==> src/rtl/iter_unit.sv <==
// Iteration engine: applies a selectable step function to a WIDTH-bit state once per
// clock, running seeded jobs of a requested length under valid/ready handshakes.
module iter_unit #(
  parameter int               WIDTH       = 8,
  parameter int               CNT_W       = 8,
  parameter logic [WIDTH-1:0] LFSR_TAPS   = 8'hB8,
  parameter logic [WIDTH-1:0] RESET_STATE = '1,
  parameter bit               FREE_RUN    = 1'b1
) (
  input  logic             clk,
  input  logic             rst,
  input  logic             in_valid,
  output logic             in_ready,
  input  logic [WIDTH-1:0] in_seed,
  input  logic [CNT_W-1:0] in_count,
  input  logic [1:0]       in_mode,
  output logic             out_valid,
  input  logic             out_ready,
  output logic [WIDTH-1:0] out_state,
  output logic [WIDTH-1:0] cur_state,
  output logic             busy
);

  // state | meaning
  // IDLE  | ready for a job; state free-runs with the latched mode (or holds)
  // RUN   | applying f once per edge, rem counts down to 1
  // HOLD  | result presented until out_ready
  typedef enum logic [1:0] {IDLE, RUN, HOLD} fsm_e;

  localparam logic [1:0] MODE_NOT  = 2'd0;
  localparam logic [1:0] MODE_INC  = 2'd1;
  localparam logic [1:0] MODE_ROTL = 2'd2;
  localparam logic [1:0] MODE_LFSR = 2'd3;

  fsm_e             fsm_q, fsm_d;
  logic [WIDTH-1:0] state_q, state_d;
  logic [1:0]       mode_q, mode_d;
  logic [CNT_W-1:0] rem_q, rem_d;

  // Rotation written as a shift pair so WIDTH=1 degenerates to identity.
  function automatic logic [WIDTH-1:0] step(input logic [WIDTH-1:0] s, input logic [1:0] m);
    logic [WIDTH-1:0] r;
    case (m)
      MODE_NOT:  r = ~s;
      MODE_INC:  r = s + WIDTH'(1);
      MODE_ROTL: r = (s << 1) | (s >> (WIDTH - 1));
      MODE_LFSR: r = (s >> 1) ^ (s[0] ? LFSR_TAPS : '0);
      default:   r = s;
    endcase
    return r;
  endfunction

  always_ff @(posedge clk or posedge rst) begin
    if (rst) begin
      fsm_q   <= IDLE;
      state_q <= RESET_STATE;
      mode_q  <= MODE_NOT;
      rem_q   <= '0;
    end else begin
      fsm_q   <= fsm_d;
      state_q <= state_d;
      mode_q  <= mode_d;
      rem_q   <= rem_d;
    end
  end

  always_comb begin
    fsm_d   = fsm_q;
    state_d = state_q;
    mode_d  = mode_q;
    rem_d   = rem_q;
    case (fsm_q)
      IDLE: begin
        if (in_valid) begin
          state_d = in_seed;
          mode_d  = in_mode;
          rem_d   = in_count;
          fsm_d   = (in_count == '0) ? HOLD : RUN;
        end else if (FREE_RUN) begin
          state_d = step(state_q, mode_q);
        end
      end
      RUN: begin
        state_d = step(state_q, mode_q);
        rem_d   = rem_q - CNT_W'(1);
        if (rem_q == CNT_W'(1)) fsm_d = HOLD;
      end
      HOLD: begin
        if (out_ready) fsm_d = IDLE;
      end
      default: fsm_d = IDLE;
    endcase
  end

  assign in_ready  = (fsm_q == IDLE);
  assign out_valid = (fsm_q == HOLD);
  assign busy      = (fsm_q == RUN);
  assign out_state = state_q;
  assign cur_state = state_q;

endmodule
==> config.mk <==
export PLATFORM = sky130hd
export DESIGN_NAME = iter_unit
export DESIGN_NICKNAME = d
export VERILOG_FILES = /design/src/rtl/iter_unit.sv
export SDC_FILE = /design/constraint.sdc
export NUM_CORES = 1
export LEC_CHECK = 0
export BUFFER_PORTS_ARGS = -buffer_cell sky130_fd_sc_hd__buf_2
export CORE_MARGIN = 10
export CORE_UTILIZATION = 45
export DETAILED_ROUTE_END_ITERATION = 6
export PLACE_DENSITY_LB_ADDON = 0.05
export REMOVE_ABC_BUFFERS = 1
export SLEW_MARGIN = 15
export SYNTH_ARGS = -nofsm -noshare
export SYNTH_HDL_FRONTEND = slang
export SYNTH_SLANG_ARGS = --single-unit
==> constraint.sdc <==
create_clock -name clk -period 2.5 [get_ports clk]
set_input_delay 0.125 -clock clk [delete_from_list [all_inputs] [get_ports clk]]
set_output_delay 0.125 -clock clk [all_outputs]
set_load 0.02 [all_outputs]
* Word-level counts from Yosys, hierarchy flattened
Cells that the tools add are included.
** Word-level totals
- Register bits after elaboration :: 20
- Input port bits :: 22
- Word-level logic and storage cells :: 36
- Output and inout bits :: 19
** Operators by class
- Add/sub/neg operators :: 2
- Reduce and logical (&&, ||, !) cells :: 7
- Bitwise gates (word level) :: 3
- Muxes and demuxes :: 11
- Equality and inequality tests :: 9
** Operator list (count)
- case mux 8 bit (2 select lines) :: 2
- case mux 8 bit (4 select lines) :: 1
- 2-to-1 mux 8 bit :: 3
- adder 8 x 1 -> 8 bit, second input constant :: 1
- == test 8 x 1 -> 1 bit, second input constant :: 1
- logical NOT 8 bit :: 1
- 2-to-1 mux 2 bit :: 4
- NOT 8 bit :: 1
- bitwise OR 8 x 1 -> 8 bit :: 1
- subtractor 8 x 1 -> 8 bit, second input constant :: 1
- XOR 7 x 8 -> 8 bit :: 1
- == test 2 bit, second input constant :: 3
- case mux 2 bit (3 select lines) :: 1
- == test 2 x 1 -> 1 bit, second input constant :: 2
- logical NOT 2 bit :: 2
- != test 2 x 1 -> 1 bit, second input constant :: 2
- AND reduction 2 bit :: 2
- AND reduction 3 bit :: 1
- != test 2 bit, second input constant :: 1
- nonzero test 2 bit :: 1

* Depth between registers and ports, before layout
Gate-level depths: netlist of the first run.
- Depth after elaboration :: 5
- Gate-level depth with buffers :: 6
- Mapped depth without buffers :: 6

* Worst setup path after synthesis of the first run
OpenSTA, ideal clock, no wires.
- Kind :: reg-to-reg
- From :: register state_q[0] (netlist: cur_state[0])
- To :: register state_q[5] (netlist: cur_state[5])
- Arrival time :: 1766 ps
- Slack :: 636 ps
- Cell stages (with the launch flop) :: 6
- Clock period less this slack :: 1864 ps
- Library setup time :: 98 ps
- Path buffers :: 1
- Required time :: 2402 ps
- Cell sequence :: dfstp_2 -> clkbuf_1 -> nand2_1 -> or3_1 -> a21o_1 -> a221oi_1
** Between the ends
- Cells in the longest elaborated chain, start to end :: 5
- Elaborated cells on any way between the ends :: 6
- Classes of those cells :: add/sub: 1; mux: 4; bitwise: 1
** RTL lines
- start, declared :: RTL line 36 : logic [WIDTH-1:0] state_q, state_d;
- start signal, assigned :: RTL line 61 : state_q <= state_d;
- parallel branches: the longest is 2 deep, another holds adder 8 x 1 -> 8 bit
- case mux 8 bit (4 select lines) (*) :: RTL line 43 : case (m)
- 2-to-1 mux 8 bit :: RTL line 74 : if (in_valid) begin
- case mux 8 bit (2 select lines) (*) :: RTL line 72 : case (fsm_q)
Every way passes the cells marked *.
A chain may end at the register's enable or synchronous reset.

* Final worst setup path of the first run
- From :: register rem_q[3]
- To :: register fsm_q[1]
** Between the ends
- Cells in the longest elaborated chain, start to end :: 3
** RTL lines
- start, declared :: RTL line 38 : logic [CNT_W-1:0] rem_q, rem_d;
- start signal, assigned :: RTL line 63 : rem_q <= rem_d;
- == test 8 x 1 -> 1 bit :: RTL line 86 : if (rem_q == CNT_W'(1)) fsm_d = HOLD;
- != test 2 x 1 -> 1 bit (no line)
- AND reduction 3 bit (no line)
- end signal, assigned :: RTL line 60 : fsm_q <= fsm_d;
- end, declared :: RTL line 35 : fsm_e fsm_q, fsm_d;
Every way passes these cells.

==> results.cfg, run 1 <==
[run_status]
status = complete, no violations

[critical_path]
worstPathArrival_ns = 2.20
setup.worst_path.class = flop to flop
worstSetupStartpointType = flop
worst-path-max-fanout = 7
setup.worst_path.end_class = flop
timing.critical_path.required_ns = 2.78

[finish]
num-fill-cells = 337
layout.cells.most_common_list = buf_2, nand2_1, nor2_1, inv_1, dfrtp_1
finish.utilization_pct = 53.17
antenna_cells = 0
final_net_count = 239
multi_input_gate_area_sq_um = 859.6
regArea_sq_um = 510.5
syn2layout_area_growth_pct = 15.80
proportion_of_layout_cells_with_a_drive_suffix_above_1_pct = 29.58
layout.cells.most_common = buf_2

[cts]
clkTransAtPathRegs_ns = 0.14
clock_insertion_delay_worst_skew_ns = 0.33
htree_num_levels = 1
clkSinkCount = 20
cts_setup_buffers = 0
cts_tree = yes
cts_root_buffer = clkbuf_4
clockBufferDepth = 2
cts_buffers = 3

[placed_design]
globalplace.congestion = 0.8248
numPortBuffers = 40
place.detailed.hpwl_mm = 2.982

[global_route]
antenna_violations_before_repair = 0
grt_start_max_net_pins = 21
global_route.overflow_total = 0
grt_first_pass_wirelength_mm = 6.582
aggregate_global_route_resource_usage_pct = 12.87
grt_pass1_vias = 1360

[timing]
fin_crit_ns = 1.927
max_freq_ghz = 0.5191
final-max-slew-violation-count = 0
max_slew.worst_pin.slew_ns = 0.7677
period_share_pct = 77.06
setup-tns-final_ns = 0
hold_violations = 0
fin_skew_ns = 0.01299
max-slew-margin-rel_pct = 48.77
rsz0062_at_grt = false
timing.final.setup_violations = 0

[detailed_routing]
drt-vias-per-instance = 5.568
drt-total-wl_mm = 4.044
final_antenna_net_count = 0
initialDrtViolationCount = 170
post_drt_wl_per_cell_microns = 15.61
drtPass1Iterations = 4
num_vias = 1442
detail_route.drc_violations = 0

[synth]
yosysSeqAreaShare_pct = 33.58
synthCells = 185
synth.top_cell.area_share_pct = 19.75
synth_largest_area_cell = dfrtp_1
synth-async-reset-ratio_pct = 100.0
post_synth_num_cell_types = 47
synth_warnings = 0
synth_flop_cell = dfrtp_1
synth-seq-cells = 20
mappedNetlistArea_sq_mm = 0.001520
synth_area_per_cell_sq_um = 8.217
count_of_flip_flops_with_a_built_in_enable_after_synthesis = 0
synth.top_cells.by_area = dfrtp_1, dfstp_2, nand2_1

[die]
floorplan.io_pins = 41
die_x_microns = 78.12
die_area_sq_mm = 0.006103
start_util_pct = 45.92
floorplan.die.height_microns = 78.12
std_cell_rows = 21
coreArea_sq_mm = 0.003311

[power_and_ir_drop]
design_power_total_mw = 2.649
power_leakage_nw = 0.7792
power_density_mw_per_mm2 = 1505
ir_drop_mv = 0.6612

[run]
cap_viol_max_count = 0

[min_path]
worst_hold_path_type = input port to flop
## worst paths after layout
| check | from | to | slack (ns) | cells past startpoint |
|---|---|---|---|---|
| worst max-delay path | rem_q[3] | fsm_q[1] | 0.57 | 4 |
| worst min-delay path | in_mode[0] | mode_q[0] | 0.008 | 3 |
| worst max register to register | rem_q[3] | fsm_q[1] | 0.57 | 4 |
| worst min register to register | rem_q[7] | rem_q[7] | 0.52 | 1 |
| max in group asynchronous | rst | rem_q[2] | 1.56 | 3 |
| min in group asynchronous | rst | rem_q[4] | 0.45 | 3 |
## routing by layer
| layer | up-vias | track usage [%] | wire length [microns] |
|---|---|---|---|
| met2 | 45 | 18.67 | 1797 |
| met3 | 5 | 3.645 | 281 |
| li1 | 711 | - | - |
| met4 | 0 | 4.301 | 50 |
| met1 | 681 | 17.82 | 1914 |
| met5 | - | 0 | 0 |
## stage by stage
step / area (sq um) / cells / hold slack (ns) / setup WS [ns]
finish: 1760 / 259 / 0.007630 / 0.5734
global route: 1760 / 259 / 0.01027 / 0.4947
CTS: 1760 / 259 / 0.008520 / 0.5850
detailed placement: 1688 / 253 / 0.3111 / 0.6075
global placement: 1688 / 253 / 0.3097 / 0.6357
floorplan: 1415 / 165 / 0.08290 / 0.6152
## state kept, by name, summed over array words and instances (netlist names)
| name | flops |
|---|---|
| fsm_q | 2 |
| mode_q | 2 |
| cur_state | 8 |
| rem_q | 8 |
## area by class of cell
class | count | share of cell area [%]
flip-flops and latches | 20 | 29.00
well taps | 46 | 3.269
repair buffers | 44 | 13.36
clock inverters | 1 | 1.706
clock buffers | 3 | 1.279
inverters | 12 | 2.559
multi-input cells | 133 | 48.83
## cell families after synthesis
logic type | synth area share, %
mux | 6.173
fa+ha+maj | 2.469
xor+xnor | 2.305
flops | 33.58
buf+inv | 9.876
compound gates | 21.48
simple gates | 24.11
## cells in the mapped netlist, types with 2 or more instances
| library cell | n |
|---|---|
| ha_1 | 3 |
| inv_1 | 12 |
| xnor2_1 | 2 |
| or4_1 | 3 |
| o21a_1 | 2 |
| dfstp_2 | 8 |
| or3b_2 | 2 |
| nor3_1 | 3 |
| o31ai_1 | 2 |
| nor2_1 | 17 |
| o221ai_1 | 2 |
| nand2_1 | 19 |
| o22ai_1 | 2 |
| nand3_1 | 9 |
| dfrtp_1 | 12 |
| a21oi_1 | 6 |
| o211ai_1 | 4 |
| nor4_1 | 2 |
| nand2b_1 | 7 |
| clkbuf_1 | 12 |
| buf_4 | 8 |
| a31oi_1 | 3 |
| mux2i_1 | 6 |
| a311oi_1 | 3 |
| xor2_1 | 2 |
| o21ai_0 | 11 |
| or3_1 | 2 |
| nor2b_1 | 2 |
## repair_timing
action	CTS	global route
hold endpoints to repair	13	0
gates resized for setup	0	0
hold buffers	2	0
## where the power goes
part / total [mW] / internal, mW / switching, mW
clock network: 0.284 / 0.162 / 0.122
logic: 1.45 / 0.638 / 0.811
registers: 0.916 / 0.553 / 0.363
total: 2.65 / 1.35 / 1.30
## worst max-delay path, cell delays in order, from the launching register on
cell and delay [ns]:
dfrtp_1 0.47, or4_4 0.57, or4b_4 0.51, o221a_1 0.25
nor2_1 0.08
No activity file was read; power rests on OpenSTA's default activity.
==> run 2, diff against run 1 <==
==> constraint.sdc (replaced) <==
create_clock -name clk -period 1.6 [get_ports clk]
set_input_delay 0.08 -clock clk [delete_from_list [all_inputs] [get_ports clk]]
set_output_delay 0.08 -clock clk [all_outputs]
set_load 0.02 [all_outputs]
==> results.cfg, run 2 (same netlist as run 1, synthesis figures left out) <==
[finish]
num-fill-cells = 297
layout.cells.most_common_list = buf_2, buf_4, nand2_1, nor2_1, inv_1
layout.cells.most_common = buf_2
antenna_cells = 0
proportion_of_layout_cells_with_a_drive_suffix_above_1_pct = 44.35
syn2layout_area_growth_pct = 40.00
post_layout_nonfiller_instances = 294
post-route-cell-area_sq_mm = 0.002128
final_net_count = 274
finish.utilization_pct = 64.29

[global_route]
grt_first_pass_wirelength_mm = 7.603
antenna_violations_before_repair = 0
grt_pass1_vias = 1543
grt_start_max_net_pins = 21
aggregate_global_route_resource_usage_pct = 14.96
global_route.overflow_total = 0

[timing]
max_slew.worst_pin.slew_ns = 0.4174
final-max-slew-violation-count = 0
period_share_pct = 115.8
timing.final.ws_setup_ns = -0.2523
fin_crit_ns = 1.852
rsz0062_at_grt = true
max_freq_ghz = 0.5399
hold_violations = 0
max-slew-margin-rel_pct = 72.17
timing.final.setup_violations = 6
fin_skew_ns = 0.001779
setup-tns-final_ns = -0.8917
final_layout_worst_hold_slack_ns = 0.01023

[cts]
clock_insertion_delay_worst_skew_ns = 0.32
clockBufferDepth = 2
cts_buffers = 3
clkSinkCount = 20
htree_num_levels = 1
cts_root_buffer = clkbuf_4
clkTransAtPathRegs_ns = 0.13
cts_tree = yes

[run_status]
status = complete, but fails checks
failed_checks = negative setup slack

[power_and_ir_drop]
internal_power_mw = 2.711
power.switching_mw = 2.333
ir_drop_mv = 1.102
combPwrFrac_pct = 67.0
part_of_the_total_power_dissipated_in_sequential_elements_pct = 24.1
switching_share_pct = 46.25
design_power_total_mw = 5.044
share_clk_of_total_power_pct = 8.8
power_density_mw_per_mm2 = 2370
power_leakage_nw = 0.9710

[placed_design]
post_dp_cell_area_sq_mm = 0.001868
numPortBuffers = 40
place_inst = 277
globalplace.congestion = 0.8523
place_worst_setup_slack_ns = -0.2252
place.detailed.hpwl_mm = 3.339

[detailed_routing]
detail_route.drc_violations = 0
post_drt_wl_per_cell_microns = 15.95
num_vias = 1614
initialDrtViolationCount = 94
final_antenna_net_count = 0
drt-total-wl_mm = 4.688
drtPass1Iterations = 4
drt-vias-per-instance = 5.490

[critical_path]
timing.critical_path.required_ns = 1.87
worstPathArrival_ns = 2.12
worstSetupStartpointType = flop
setup.worst_path.class = flop to flop
setup.worst_path.end_class = flop
worst-path-max-fanout = 2

[die]
std_cell_rows = 21
floorplan.die.height_microns = 78.12
die_area_sq_mm = 0.006103
start_util_pct = 45.92
coreArea_sq_mm = 0.003311
die_x_microns = 78.12
floorplan.io_pins = 41

[min_path]
worst_hold_path_type = input port to flop

[run]
cap_viol_max_count = 0
## run 2: path summary, 6_finish.rpt
kind / startpoint / endpoint / slack [ns] / cells past startpoint
min in group asynchronous: rst / rem_q[5] / 0.31 / 4
worst max-delay path: rem_q[4] / fsm_q[1] / -0.25 / 4
worst max register to register: rem_q[4] / fsm_q[1] / -0.25 / 4
max in group asynchronous: rst / cur_state[0] / 1.01 / 4
worst min register to register: rem_q[7] / rem_q[7] / 0.57 / 1
worst min-delay path: in_count[0] / rem_q[0] / 0.01 / 3
## run 2: repair_timing
action / CTS / global route
endpoints found under the hold margin: 16 / 0
hold buffers: 5 / 0
endpoints found under the setup margin: 6 / 11
pin swaps: 0 / 12
resized for setup: 6 / 19
buffers inserted: 3 / 6
## run 2: power by group through the flow
stage	Combinational, mW	Clock [mW]	Sequential (mW)
final	3.38	0.446	1.22
after global routing	3.73	0.467	1.25
after CTS	3.12	0.449	1.17
after detailed placement	2.99	0	1.17
after global placement	2.93	0	1.16
after floorplan	1.38	0	1.59
## run 2: layout make-up
| type | count | area, sq um | share of cell area (%) |
|---|---|---|---|
| clock buffer | 3 | 22.52 | 1.058 |
| clock inverter | 1 | 30.03 | 1.411 |
| inverter | 12 | 45.04 | 2.116 |
| multi-input combinational | 133 | 944.7 | 44.39 |
| sequential | 20 | 511.7 | 24.04 |
| tap | 46 | 57.56 | 2.704 |
| timing repair buffer | 79 | 516.7 | 24.28 |
## run 2: metal layers
layer | wire length [microns] | GRT usage, %
met1 | 2165 | 19.83
met3 | 287 | 4.556
met5 | 0 | 0
met4 | 70 | 5.197
met2 | 2163 | 22.45
## run 2: worst max-delay path, stage by stage (launching register included)
cell     delay (ns)
dfrtp_1        0.41
or4_4          0.56
or4b_4         0.51
o221a_1        0.25
nor2_1         0.08
